--- config.mk ---
export PLATFORM = sky130hd
export DESIGN_NAME = alu_req_arbiter_flat
export DESIGN_NICKNAME = d
export VERILOG_FILES = /design/src/rtl/alu_pkg.sv /design/src/rtl/alu_req_arbiter_if.sv /design/src/rtl/rr_arbiter.sv /design/src/rtl/alu_req_arbiter.sv /design/src/flat_wrapper.sv
export SDC_FILE = /design/constraint.sdc
export NUM_CORES = 1
export LEC_CHECK = 0
export BUFFER_PORTS_ARGS = -buffer_cell sky130_fd_sc_hd__buf_4
export CORE_ASPECT_RATIO = 0.75
export CORE_MARGIN = 2
export CORE_UTILIZATION = 42
export CTS_CLUSTER_SIZE = 24
export DETAILED_ROUTE_END_ITERATION = 8
export PLACE_DENSITY = 0.84
export SKIP_LAST_GASP = 1
export SYNTH_ARGS = -nofsm -noshare
export SYNTH_HDL_FRONTEND = slang
export SYNTH_HIERARCHICAL = 1
export SYNTH_SLANG_ARGS = --single-unit
--- constraint.sdc ---
create_clock -name clk -period 3.5 [get_ports clk]
set_input_delay 0.7 -clock clk [delete_from_list [all_inputs] [get_ports clk]]
set_output_delay 0.7 -clock clk [all_outputs]
set_load 0.05 [all_outputs]
--- src/rtl/alu_pkg.sv ---
// alu_pkg: shared ALU opcodes, arbiter FSM states and response flag bit positions
package alu_pkg;
  localparam logic [2:0] ALU_ADD   = 3'b000;
  localparam logic [2:0] ALU_SUB   = 3'b001;
  localparam logic [2:0] ALU_AND   = 3'b010;
  localparam logic [2:0] ALU_OR    = 3'b011;
  localparam logic [2:0] ALU_XOR   = 3'b100;
  localparam logic [2:0] ALU_NOTA  = 3'b101;
  localparam logic [2:0] ALU_PASSA = 3'b110;
  localparam logic [2:0] ALU_PASSB = 3'b111;
  localparam int FLG_CARRY = 2;
  localparam int FLG_OVF   = 1;
  localparam int FLG_ZERO  = 0;
  typedef enum logic [1:0] {IDLE, EXEC, RESP} state_t;
endpackage

--- src/rtl/alu_req_arbiter_if.sv ---
// alu_req_arbiter_if: per-requester req_valid/ready + op/a/b bus and tagged rsp_valid/ready + id/result/flags bus
interface alu_req_arbiter_if #(
  parameter int NUM_REQ = 4,
  localparam int ID_W = $clog2(NUM_REQ)
);
  logic [NUM_REQ-1:0]   req_valid;
  logic [NUM_REQ-1:0]   req_ready;
  logic [3*NUM_REQ-1:0] req_op;
  logic [4*NUM_REQ-1:0] req_a;
  logic [4*NUM_REQ-1:0] req_b;
  logic                 rsp_valid;
  logic                 rsp_ready;
  logic [ID_W-1:0]      rsp_id;
  logic [3:0]           rsp_result;
  logic [2:0]           rsp_flags;
  modport master(output req_valid, req_op, req_a, req_b, rsp_ready,
                 input req_ready, rsp_valid, rsp_id, rsp_result, rsp_flags);
  modport slave(input req_valid, req_op, req_a, req_b, rsp_ready,
                output req_ready, rsp_valid, rsp_id, rsp_result, rsp_flags);
endinterface

--- src/rtl/rr_arbiter.sv ---
// rr_arbiter: combinational round-robin pick; req/ptr in, one-hot gnt and encoded idx out (first req at or above ptr, wrapping)
module rr_arbiter #(
  parameter int N = 4,
  localparam int W = $clog2(N)
) (
  input  logic [N-1:0] req,
  input  logic [W-1:0] ptr,
  output logic [N-1:0] gnt,
  output logic [W-1:0] idx
);
  always_comb begin
    gnt = '0;
    idx = '0;
    for (int k = N - 1; k >= 0; k--)
      if (req[(int'(ptr) + k) % N]) begin
        idx = W'((int'(ptr) + k) % N);
        gnt = N'(1) << idx;
      end
  end
endmodule

--- src/rtl/alu_req_arbiter.sv ---
// alu_req_arbiter: round-robin share of one ALU; clk/rst_n, bus (slave), alu_a/b/ctrl out, alu_result/carry/ovf/zero in, busy out
module alu_req_arbiter import alu_pkg::*; #(
  parameter int NUM_REQ = 4,
  localparam int ID_W = $clog2(NUM_REQ)
) (
  input  logic             clk,
  input  logic             rst_n,
  alu_req_arbiter_if.slave bus,
  output logic [3:0]       alu_a,
  output logic [3:0]       alu_b,
  output logic [2:0]       alu_ctrl,
  input  logic [3:0]       alu_result,
  input  logic             alu_carry,
  input  logic             alu_ovf,
  input  logic             alu_zero,
  output logic             busy
);
  state_t             state, state_nx;
  logic [ID_W-1:0]    ptr, gnt_idx, rsp_id;
  logic [NUM_REQ-1:0] gnt;
  logic               rsp_valid, accept;
  logic [3:0]         rsp_result;
  logic [2:0]         rsp_flags;
  rr_arbiter #(.N(NUM_REQ)) u_arb (.req(bus.req_valid), .ptr(ptr), .gnt(gnt), .idx(gnt_idx));
  assign bus.req_ready  = state == IDLE ? gnt : '0;
  assign accept         = |bus.req_ready;
  assign busy           = state != IDLE;
  assign bus.rsp_valid  = rsp_valid;
  assign bus.rsp_id     = rsp_id;
  assign bus.rsp_result = rsp_result;
  assign bus.rsp_flags  = rsp_flags;
  always_comb
    state_nx = state == IDLE ? (accept ? EXEC : IDLE) :
               state == EXEC ? RESP :
               bus.rsp_ready ? IDLE : RESP;
  always_ff @(posedge clk or negedge rst_n)
    if (!rst_n) state <= IDLE;
    else state <= state_nx;
  // rsp_id doubles as the in-flight ID register; it only has to be stable while rsp_valid is high
  always_ff @(posedge clk or negedge rst_n)
    if (!rst_n) begin
      alu_a      <= '0;
      alu_b      <= '0;
      alu_ctrl   <= '0;
      rsp_id     <= '0;
      rsp_valid  <= 1'b0;
      rsp_result <= '0;
      rsp_flags  <= '0;
      ptr        <= '0;
    end else begin
      if (state == IDLE && accept) begin
        alu_ctrl <= bus.req_op[3*gnt_idx +: 3];
        alu_a    <= bus.req_a[4*gnt_idx +: 4];
        alu_b    <= bus.req_b[4*gnt_idx +: 4];
        rsp_id   <= gnt_idx;
      end
      if (state == EXEC) begin
        rsp_result           <= alu_result;
        rsp_flags[FLG_CARRY] <= alu_carry;
        rsp_flags[FLG_OVF]   <= alu_ovf;
        rsp_flags[FLG_ZERO]  <= alu_zero;
        rsp_valid            <= 1'b1;
      end
      if (state == RESP && bus.rsp_ready) begin
        rsp_valid <= 1'b0;
        ptr       <= rsp_id == ID_W'(NUM_REQ - 1) ? '0 : rsp_id + 1'b1;
      end
    end
`ifdef ASSERTIONS
  a_ready_onehot: assert property (@(posedge clk) disable iff (!rst_n) $onehot0(bus.req_ready));
  a_rsp_stable: assert property (@(posedge clk) disable iff (!rst_n)
    bus.rsp_valid && !bus.rsp_ready |=> $stable({bus.rsp_valid, bus.rsp_id, bus.rsp_result, bus.rsp_flags}));
  a_ctrl_known: assert property (@(posedge clk) disable iff (!rst_n) !$isunknown(alu_ctrl));
`endif
endmodule

--- src/flat_wrapper.sv ---
// flat-port wrapper written by rule: the top's interface ports become plain ports
module alu_req_arbiter_flat import alu_pkg::*;
#(
  parameter int NUM_REQ = 4,
  localparam int ID_W = $clog2(NUM_REQ)
)
  (clk, rst_n, alu_a, alu_b, alu_ctrl, alu_result, alu_carry, alu_ovf, alu_zero, busy, bus_req_valid, bus_req_op, bus_req_a, bus_req_b, bus_rsp_ready, bus_req_ready, bus_rsp_valid, bus_rsp_id, bus_rsp_result, bus_rsp_flags);
  alu_req_arbiter_if #(.NUM_REQ(NUM_REQ)) bus_i ();
  input  logic clk;
  input  logic rst_n;
  output logic [3:0] alu_a;
  output logic [3:0] alu_b;
  output logic [2:0] alu_ctrl;
  input  logic [3:0] alu_result;
  input  logic alu_carry;
  input  logic alu_ovf;
  input  logic alu_zero;
  output logic busy;
  input wire logic [$bits(bus_i.req_valid)-1:0] bus_req_valid;
  input wire logic [$bits(bus_i.req_op)-1:0] bus_req_op;
  input wire logic [$bits(bus_i.req_a)-1:0] bus_req_a;
  input wire logic [$bits(bus_i.req_b)-1:0] bus_req_b;
  input wire logic [$bits(bus_i.rsp_ready)-1:0] bus_rsp_ready;
  output wire logic [$bits(bus_i.req_ready)-1:0] bus_req_ready;
  output wire logic [$bits(bus_i.rsp_valid)-1:0] bus_rsp_valid;
  output wire logic [$bits(bus_i.rsp_id)-1:0] bus_rsp_id;
  output wire logic [$bits(bus_i.rsp_result)-1:0] bus_rsp_result;
  output wire logic [$bits(bus_i.rsp_flags)-1:0] bus_rsp_flags;
  assign bus_i.req_valid = bus_req_valid;
  assign bus_i.req_op = bus_req_op;
  assign bus_i.req_a = bus_req_a;
  assign bus_i.req_b = bus_req_b;
  assign bus_i.rsp_ready = bus_rsp_ready;
  assign bus_req_ready = bus_i.req_ready;
  assign bus_rsp_valid = bus_i.rsp_valid;
  assign bus_rsp_id = bus_i.rsp_id;
  assign bus_rsp_result = bus_i.rsp_result;
  assign bus_rsp_flags = bus_i.rsp_flags;
  alu_req_arbiter #(.NUM_REQ(NUM_REQ)) u_core (.clk(clk), .rst_n(rst_n), .bus(bus_i), .alu_a(alu_a), .alu_b(alu_b), .alu_ctrl(alu_ctrl), .alu_result(alu_result), .alu_carry(alu_carry), .alu_ovf(alu_ovf), .alu_zero(alu_zero), .busy(busy));
endmodule
==> results of run 1 <==
## worst register-to-register path: cells and delay by family, from the launching register on
kind | cells | cell delay, ns
multiplexers | 2 | 0.74
AND/OR/NAND/NOR | 3 | 0.72
buffers and inverters | 3 | 0.39
adder cells (fa/ha/maj) | 1 | 0.39
flip-flops | 1 | 0.35
AO/OA/AOI/OAI | 2 | 0.25
## what timing repair did
action                                  4_1_cts  5_1_grt
hold buffers                                  0        0
endpoints found under the hold margin         0        0
gates resized for setup                       0        1
endpoints found under the setup margin        0        1
buffers inserted                              0        0
## sequential cells by signal, indices dropped and copies added, names as in the netlist
name and count:
u_core/alu_a 4, u_core/alu_ctrl 3, u_core/bus.rsp_result 4, u_core/bus.rsp_valid 1
u_core/ptr 2, u_core/bus.rsp_id 2, u_core/bus.rsp_flags 3, u_core/alu_b 4
u_core/state 2
## power by group through the flow
stage	registers [mW]	logic, mW	clock network, mW
floorplan	0.994	1.24	0
global placement	0.547	2.27	0
detailed placement	0.554	2.30	0
CTS	0.549	2.31	0.169
global route	0.566	2.46	0.188
finish	0.547	2.30	0.166
## synthesized netlist by cell type
cell and number:
or3b_2 1, a21o_1 2, o211ai_1 1, ha_1 9, nand3b_1 1, nor2b_1 1
nand2_1 2, o21ai_0 4, buf_2 1, mux2_1 1, or4_1 1, a31oi_1 3
and2_1 4, mux2_2 14, a21oi_1 5, clkbuf_1 1, and2b_2 1, nand3_1 2
nor3_4 1, o21a_1 1, nor4_4 1, mux2_4 9, buf_6 3, o41ai_1 1
mux4_2 10, nand4_1 5, mux4_1 3, nand2b_1 2, inv_1 5, nor2_1 7
a211o_2 1, a22oi_1 3, nor3b_1 1, and3_2 1, o2bb2ai_1 1, mux2i_1 3
a41oi_1 1, o22ai_1 1, clkbuf_2 1, dfrtp_1 25
## logic make-up (layout without fill, tap and decap cells)
logic type,count (synthesis),count (layout),share of synthesized area
compound gates,24,24,0.0880
fa+ha+maj,9,9,0.0624
buf+inv,11,102,0.0367
flops,25,25,0.347
mux,40,40,0.353
simple gates,31,31,0.113
## metrics by stage
stage                     setup slack (ns)  cell area, sq um   util  hold slack (ns)
after floorplan                     0.0439              1810      -            0.404
final                                0.205              2590  0.636            0.320
after detailed placement             0.290              2540  0.624            0.492
after global placement               0.311              2540  0.624            0.475
after global routing                0.0143              2590  0.636            0.331
after CTS                            0.156              2590  0.635            0.329
## final cells by class
cell class,count,area (sq um)
Inverter,5,18.8
Sequential cell,25,626
Clock inverter,1,5.00
Clock buffer,3,41.3
Tap cell,55,68.8
Timing Repair Buffer,93,711
Fill cell,341,1490
Multi-Input combinational cell,104,1120
## routing by layer
| layer | global-route usage | up-vias |
|---|---|---|
| met4 | 0.0419 | 0 |
| met2 | 0.294 | 49 |
| li1 | - | 731 |
| met3 | 0.0372 | 2 |
| met5 | 0 | - |
| met1 | 0.259 | 748 |
## how the worst max path moves through the flow
stage                startpoint               end  slack [ns]  depth (start not counted)
2_1_floorplan     u_core/ptr[1]  bus_req_ready[2]        0.04                          8
3_3_place_gp   bus_req_valid[2]  bus_req_ready[2]        0.31                          7
3_5_place_dp   bus_req_valid[2]  bus_req_ready[2]        0.29                          7
4_1_cts           u_core/ptr[0]  bus_req_ready[2]        0.16                          8
5_1_grt           u_core/ptr[0]  bus_req_ready[2]        0.01                          8
6_report          u_core/ptr[0]  bus_req_ready[2]        0.21                          8
==> results summary, run 1 <==
The run finished with clean final reports. The met2 layer wire length in the routed design is 2320 um. Broken down by cell family, the worst path's largest delay share belongs to simple AND/OR/NAND/NOR gates. The largest total area in the synthesized netlist belongs to dfrtp_1.

Of the total power, the share spent switching nets is 0.483. At the later pin of the worst-skew pair, clock insertion delay measures 0.27 ns. The y dimension of the die came out at 60.8 um.

In the layout the commonest cells are buf_4 (92), dfrtp_1 (25), mux2_2 (14). For the final database, setup skew stands at 0.00479 ns. The x dimension of the die came out at 79.7 um. The library cell used most frequently in the layout, excluding fill and tap cells, is buf_4.

After detailed routing, the wire length on met1 is 1900 um. The ratio of total power to cell area is 1160 nW/um^2. After detailed routing, the number of remaining DRC violations is 0. Synthesis produced a netlist with a net count of 207. STA classifies the critical path startpoint as a flop.

84 I/O pins were placed. The total wire length is 4460 um. Clock-pin slew was measured on the worst setup and hold paths at 0.08 ns. The total half-perimeter wirelength after legalization and detailed placement came out at 3530 um. The global router's overall resource usage came out at 0.183. The layout cell share with drive strength beyond 1 came out at 0.597. The sequential group share of total power came out at 0.181. Summed over all cells, the static leakage comes to 1.22 nW.

The via count of the first global-routing pass is 1,364. The internal power component came out at 1.56 mW. Setup repair after global routing left no endpoint under its margin. The number of buffers and inverters on the critical path is 2. For this design, the slowest cell found on the critical path is or4_1. For this run, the post-layout net count is 299. The number of setup violations in the final report is 0. Synthesis inferred 25 register bits. A synthesized cell averages 12.9 sq um.

Across all register-to-register paths, the minimum setup slack is 0.53 ns. The relative contribution of combinational cells to total power is 0.764. Detailed routing placed a total of 228 um of wire on met3. The total negative slack for setup checks is 0 ns.

The clock buffer count from CTS came out at 3. The total power of the final layout came out at 3.02 mW. Summing every instance area after synthesis gives 1810 sq um. The worst register-to-register path ends at u_core/bus.rsp_id[0]. From synthesis to final layout, the design area changed by 43.6%. The top routing layer in use is met4. TritonCTS built the clock tree.

Walking the worst path, the cells encountered are inv_1 > ha_2 > mux4_2 > or4_1 > a21o_1 > o211ai_1 > and2_1 > buf_4. The upper clock frequency limit is 304 MHz. The first routing iteration left 138 violations. The total number of H-tree levels came out at 1.

The congestion estimate from routability-driven global placement came to 0.780. The repair_antennas step left the layout with diodes totalling 0. The global-route wire length before repair is 6760 um. The fraction of power consumed by the clock network is 0.055. By area the synthesized netlist is led by dfrtp_1 (35%), mux4_2 (12%), mux2_2 (8.7%). Of all nets on the critical path, the largest fanout is 8. Counting cells, the worst reg-to-reg path comes to 11. The starting density of the core came out at 0.443.

The total number of yosys warnings came out at 6. The sequential area share after synthesis came out at 0.347. The reg-to-reg startpoint is u_core/ptr[0]. The arrival time reported for the critical path endpoint came out at 2.59 ns. The max-capacitance violation count is 0. The worst setup path is captured at a primary output. The worst pin sits at a relative slew slack of 0.225.

In the final routed layout, each cell accounts on average for 15.6 um. Counting I/O delays and the setup requirement, the final critical path takes 3.29 ns. The switching power of the nets is 1.46 mW. The number of clock sinks came out at 25. The first-pass iteration count of the detailed router came out at 4.

The initialized floorplan defines 20 standard-cell rows. On the worst path, the slowest cell contributes a delay of 0.52 ns. The critical path class is reg -> out. The count of cell types in the netlist came out at 40. The transition time of the tightest slew-check pin came out at 1.16 ns. The tightest min-delay check is of the in -> async type. The filler-free cell count of the finished design is 286.

Synthesis produced a netlist whose cell count is 140. The count of nets left with antenna violations once routing finished came out at 0. The count of input and output buffers came out at 83. The pin count of the biggest net entering global routing is 26. The core region area came out at 4080 sq um.

The area of the die came out at 4840 sq um. The number of antenna violations at the first check in global routing is 0. The final number of max-transition violations came out at 0.

Summing over every cut layer, the via total after detailed routing is 1,530. In the routed layout, each cell is associated on average with a via count of 5.35. Data on the critical path is required at its endpoint by 2.80 ns. The share of the clock period used by the worst path after layout is 0.941. In this run the clock root is driven by a clkbuf_8. Including well taps, the total number of placed cells is 282. The maximum number of buffers from clock root to sink is 2.

The number of hold violations in the final report is 0. The fraction of post-synthesis cell area in the top cell type by area came out at 0.347. The total congestion overflow after global routing is 0. The maximum ir drop on the vdd rail is 0.000628 V.
(Power assumes the default switching activity.)
==> run 2, diff against run 1 <==
--- a/config.mk
+++ b/config.mk
@@ -6,7 +6,6 @@
 export NUM_CORES = 1
 export LEC_CHECK = 0
 export BUFFER_PORTS_ARGS = -buffer_cell sky130_fd_sc_hd__buf_4
-export CORE_ASPECT_RATIO = 0.75
 export CORE_MARGIN = 2
 export CORE_UTILIZATION = 42
 export CTS_CLUSTER_SIZE = 24
==> results summary, run 2 (synthesis results as in run 1) <==
The maximum ir drop on the vdd rail came out at 0.000524 V (-17%). The total wire length came to 4330 um (-2.8%). The area of all placed cells without fillers is 2570 sq um (-0.92%). The post-route core utilization came to 0.633 (-0.00253).

The logic depth of the worst setup path including buffers is 8 (unchanged). The critical path goes through inv_2 > ha_2 > mux4_2 > or4_1 > a21o_1 > o211ai_1 > and2_1 > buf_4. The core region area is 4060 sq um (-0.52%). The minimum setup slack after placement is 0.222 ns (-0.0686 ns). The worst register-to-register path begins at u_core/ptr[0].

The via count of the first global-routing pass is 1,597 (+17%). The global routing usage on met1 came out at 0.209 (-0.0495). The largest fanout on the critical path is 8 (unchanged). The longest individual stage delay on the worst path was 0.51 ns (about the same). The post-detailed-route count of antenna-violating nets is 0 (unchanged).

The y dimension of the die came out at 69.6 um (+14%). The worst register-to-register path ends at u_core/bus.rsp_id[1]. The total power of the final layout is 2.98 mW (-1.3%).

The x dimension of the die is 69.6 um (-13%). The first-pass iteration count of the detailed router came out at 4 (unchanged). The run finished with clean final reports. The library cells used most frequently in the layout, excluding fill and tap cells, are buf_4 (92), dfrtp_1 (25), mux2_2 (14). The detail-routed net length per standard cell came out at 15.5 um (-0.77%). The layout cell share with drive strength beyond 1 is 0.600 (+0.00260). The starting density of the core is 0.445 (+0.00232). The switching power of the nets is 1.46 mW (about the same). The area of the die is 4840 sq um (-0.11%). In this run the worst setup path begins at u_core/ptr[0].

The routability congestion estimate is 0.891 (+14%). The number of instances in the placed design was 274 (-2.8%). TritonCTS built the clock tree. The total placed instance area is 2500 sq um (-1.6%).

Leaving out fill and tap cells, the most frequent cell in the layout is buf_4. The worst hold margin is 0.313 ns (-0.00706 ns). The setup slack of the most critical reg-to-reg path is 0.51 ns (-0.02 ns). The total negative slack for setup checks came out at 0 ns (unchanged).

The worst setup path is launched from a flop. The largest registers in the layout are u_core/alu_a: 4 flops, u_core/alu_b: 4 flops, u_core/bus.rsp_result: 4 flops. The relative contribution of combinational cells to total power is 0.757 (-0.007). The I/O pin count came out at 84 (unchanged).

The critical path's slowest cell is or4_1. The endpoint of the most critical setup path is bus_req_ready[2]. The transition time of the tightest slew-check pin was 0.388 ns (-0.768 ns). The clock buffer count from CTS is 3 (unchanged). The clock latency on the worst-skew pair is 0.27 ns (about the same).

The headroom to the max-slew limit is 0.734 (+0.509). The worst reg-to-reg path cell count is 10 (-1). The count of input and output buffers was 83 (unchanged). The number of vias after detailed routing came out at 1,514 (-1.0%). The fraction of power consumed by the clock network came to 0.058 (+0.003). The critical path in this run is classified as reg -> out. The number of setup violations in the final report is 0 (unchanged).

The arrival time reported for the critical path endpoint is 2.66 ns (+0.07 ns). The CTS clock-pin slew for the worst setup and hold paths is 0.09 ns (about the same). The met2 usage in global routing was 0.360 (+0.0659). The number of antenna violations at the first check in global routing came out at 0 (unchanged). In this run the clock root is driven by a clkbuf_8. The maximum number of buffers from clock root to sink is 2 (unchanged). The upper clock frequency limit came out at 297 MHz (-2.0%). The number of hold violations in the final report is 0 (unchanged).

The ratio of total power to cell area came out at 1160 nW/um^2 (-0.40%). The area growth from synthesis to layout is 42.3%. The worst-case clock skew was 0.00935 ns (+0.00456 ns). The met3 global-route usage came out at 0.0305 (-0.00668). The share of the clock period used by the worst path after layout came to 0.960 (+0.0190).

The violation count after the first detailed-routing iteration is 39 (-72%). The number of antenna diodes is 0 (unchanged). The worst min-delay path category is in -> async. The family with the most delay on the worst path is simple AND/OR/NAND/NOR gates. The pin count of the biggest net entering global routing is 26 (unchanged).

Setup repair after global routing left no endpoint under its margin. The via count normalized by instance count is 5.41 (+1.1%). The sequential group share of total power came to 0.185 (+0.004). The worst path setup slack after routing came out at 0.139 ns (-0.0665 ns).

The static power due to leakage was 1.20 nW (-1.1%). The total number of H-tree levels came to 1 (unchanged). The most used routing layer in global routing is met2. The switching share of power came out at 0.490 (+0.00635). The number of DRC violations after detailed routing is 0 (unchanged). The number of buffers and inverters on the critical path is 2 (unchanged).

The endpoint required time on the critical path came out at 2.80 ns (about the same). The filler-free cell count of the finished design was 280 (-2.1%). The layout net count came out at 298 (-0.33%).

The worst setup path is captured at a primary output. The number of cell rows is 23 (+15%). The global router's overall resource usage was 0.184 (+0.00100). The clock period minus worst slack came to 3.36 ns (+0.0665 ns). The internal power component is 1.52 mW (-2.5%). The total half-perimeter wirelength after legalization and detailed placement came out at 3450 um (-2.4%). The final number of max-transition violations came out at 0 (unchanged).

The total congestion overflow after global routing is 0 (unchanged). The number of clock sinks was 25 (unchanged). The max-capacitance violation count came out at 0 (unchanged). The global-route wire length before repair came out at 7130 um (+5.6%).
[run 2: cell count changes in the layout (fill, tap and decap cells not counted)]
| cell | change |
|---|---|
| inv_2 | +1 |
| clkinvlp_4 | +1 |
| inv_1 | -1 |
| buf_12 | -1 |
| clkinv_2 | -1 |
[run 2: worst min path at each step]
| stage | end | slack, ns |
|---|---|---|
| after floorplan | u_core/alu_a[0] | 0.40 |
| after global placement | u_core/bus.rsp_flags[1] | 0.48 |
| after global routing | u_core/alu_a[3] | 0.32 |
| after detailed placement | u_core/bus.rsp_flags[0] | 0.49 |
| after CTS | u_core/bus.rsp_result[3] | 0.31 |
| final | u_core/bus.rsp_result[3] | 0.31 |
[run 2: worst reg2reg max path: stages, from the launching register on]
cell and delay, ns:
dfrtp_1 0.38, inv_2 0.07, ha_2 0.39, mux4_2 0.37
or4_1 0.51, a21o_1 0.16, o211ai_1 0.14, nor4_4 0.09
nor3_4 0.11, buf_4 0.27, mux2_2 0.37
[run 2: what timing repair did]
action,4_1_cts,5_1_grt
gates resized for setup,0,2
endpoints found under the setup margin,0,2
setup buffers,0,2
hold buffers,0,0
[run 2: cell type report]
cell class	count	area, sq um
fill	334	1490
clock buffer	3	41.3
inverter	5	18.8
multi-input combinational	104	1120
clock inverter	1	7.51
timing repair buffer	92	691
tap	50	62.6
sequential	25	626
[run 2: power by group through the flow]
stage / Combinational [mW] / Sequential [mW] / Clock, mW
floorplan: 1.24 / 0.994 / 0
global placement: 2.19 / 0.545 / 0
detailed placement: 2.24 / 0.554 / 0
CTS: 2.24 / 0.552 / 0.180
global route: 2.40 / 0.574 / 0.190
finish: 2.26 / 0.552 / 0.172
[run 2: routing by layer]
layer / wire length, um / vias to the layer above
li1: - / 724
met1: 1710 / 726
met2: 2370 / 60
met3: 227 / 4
met4: 28 / 0
met5: 0 / -
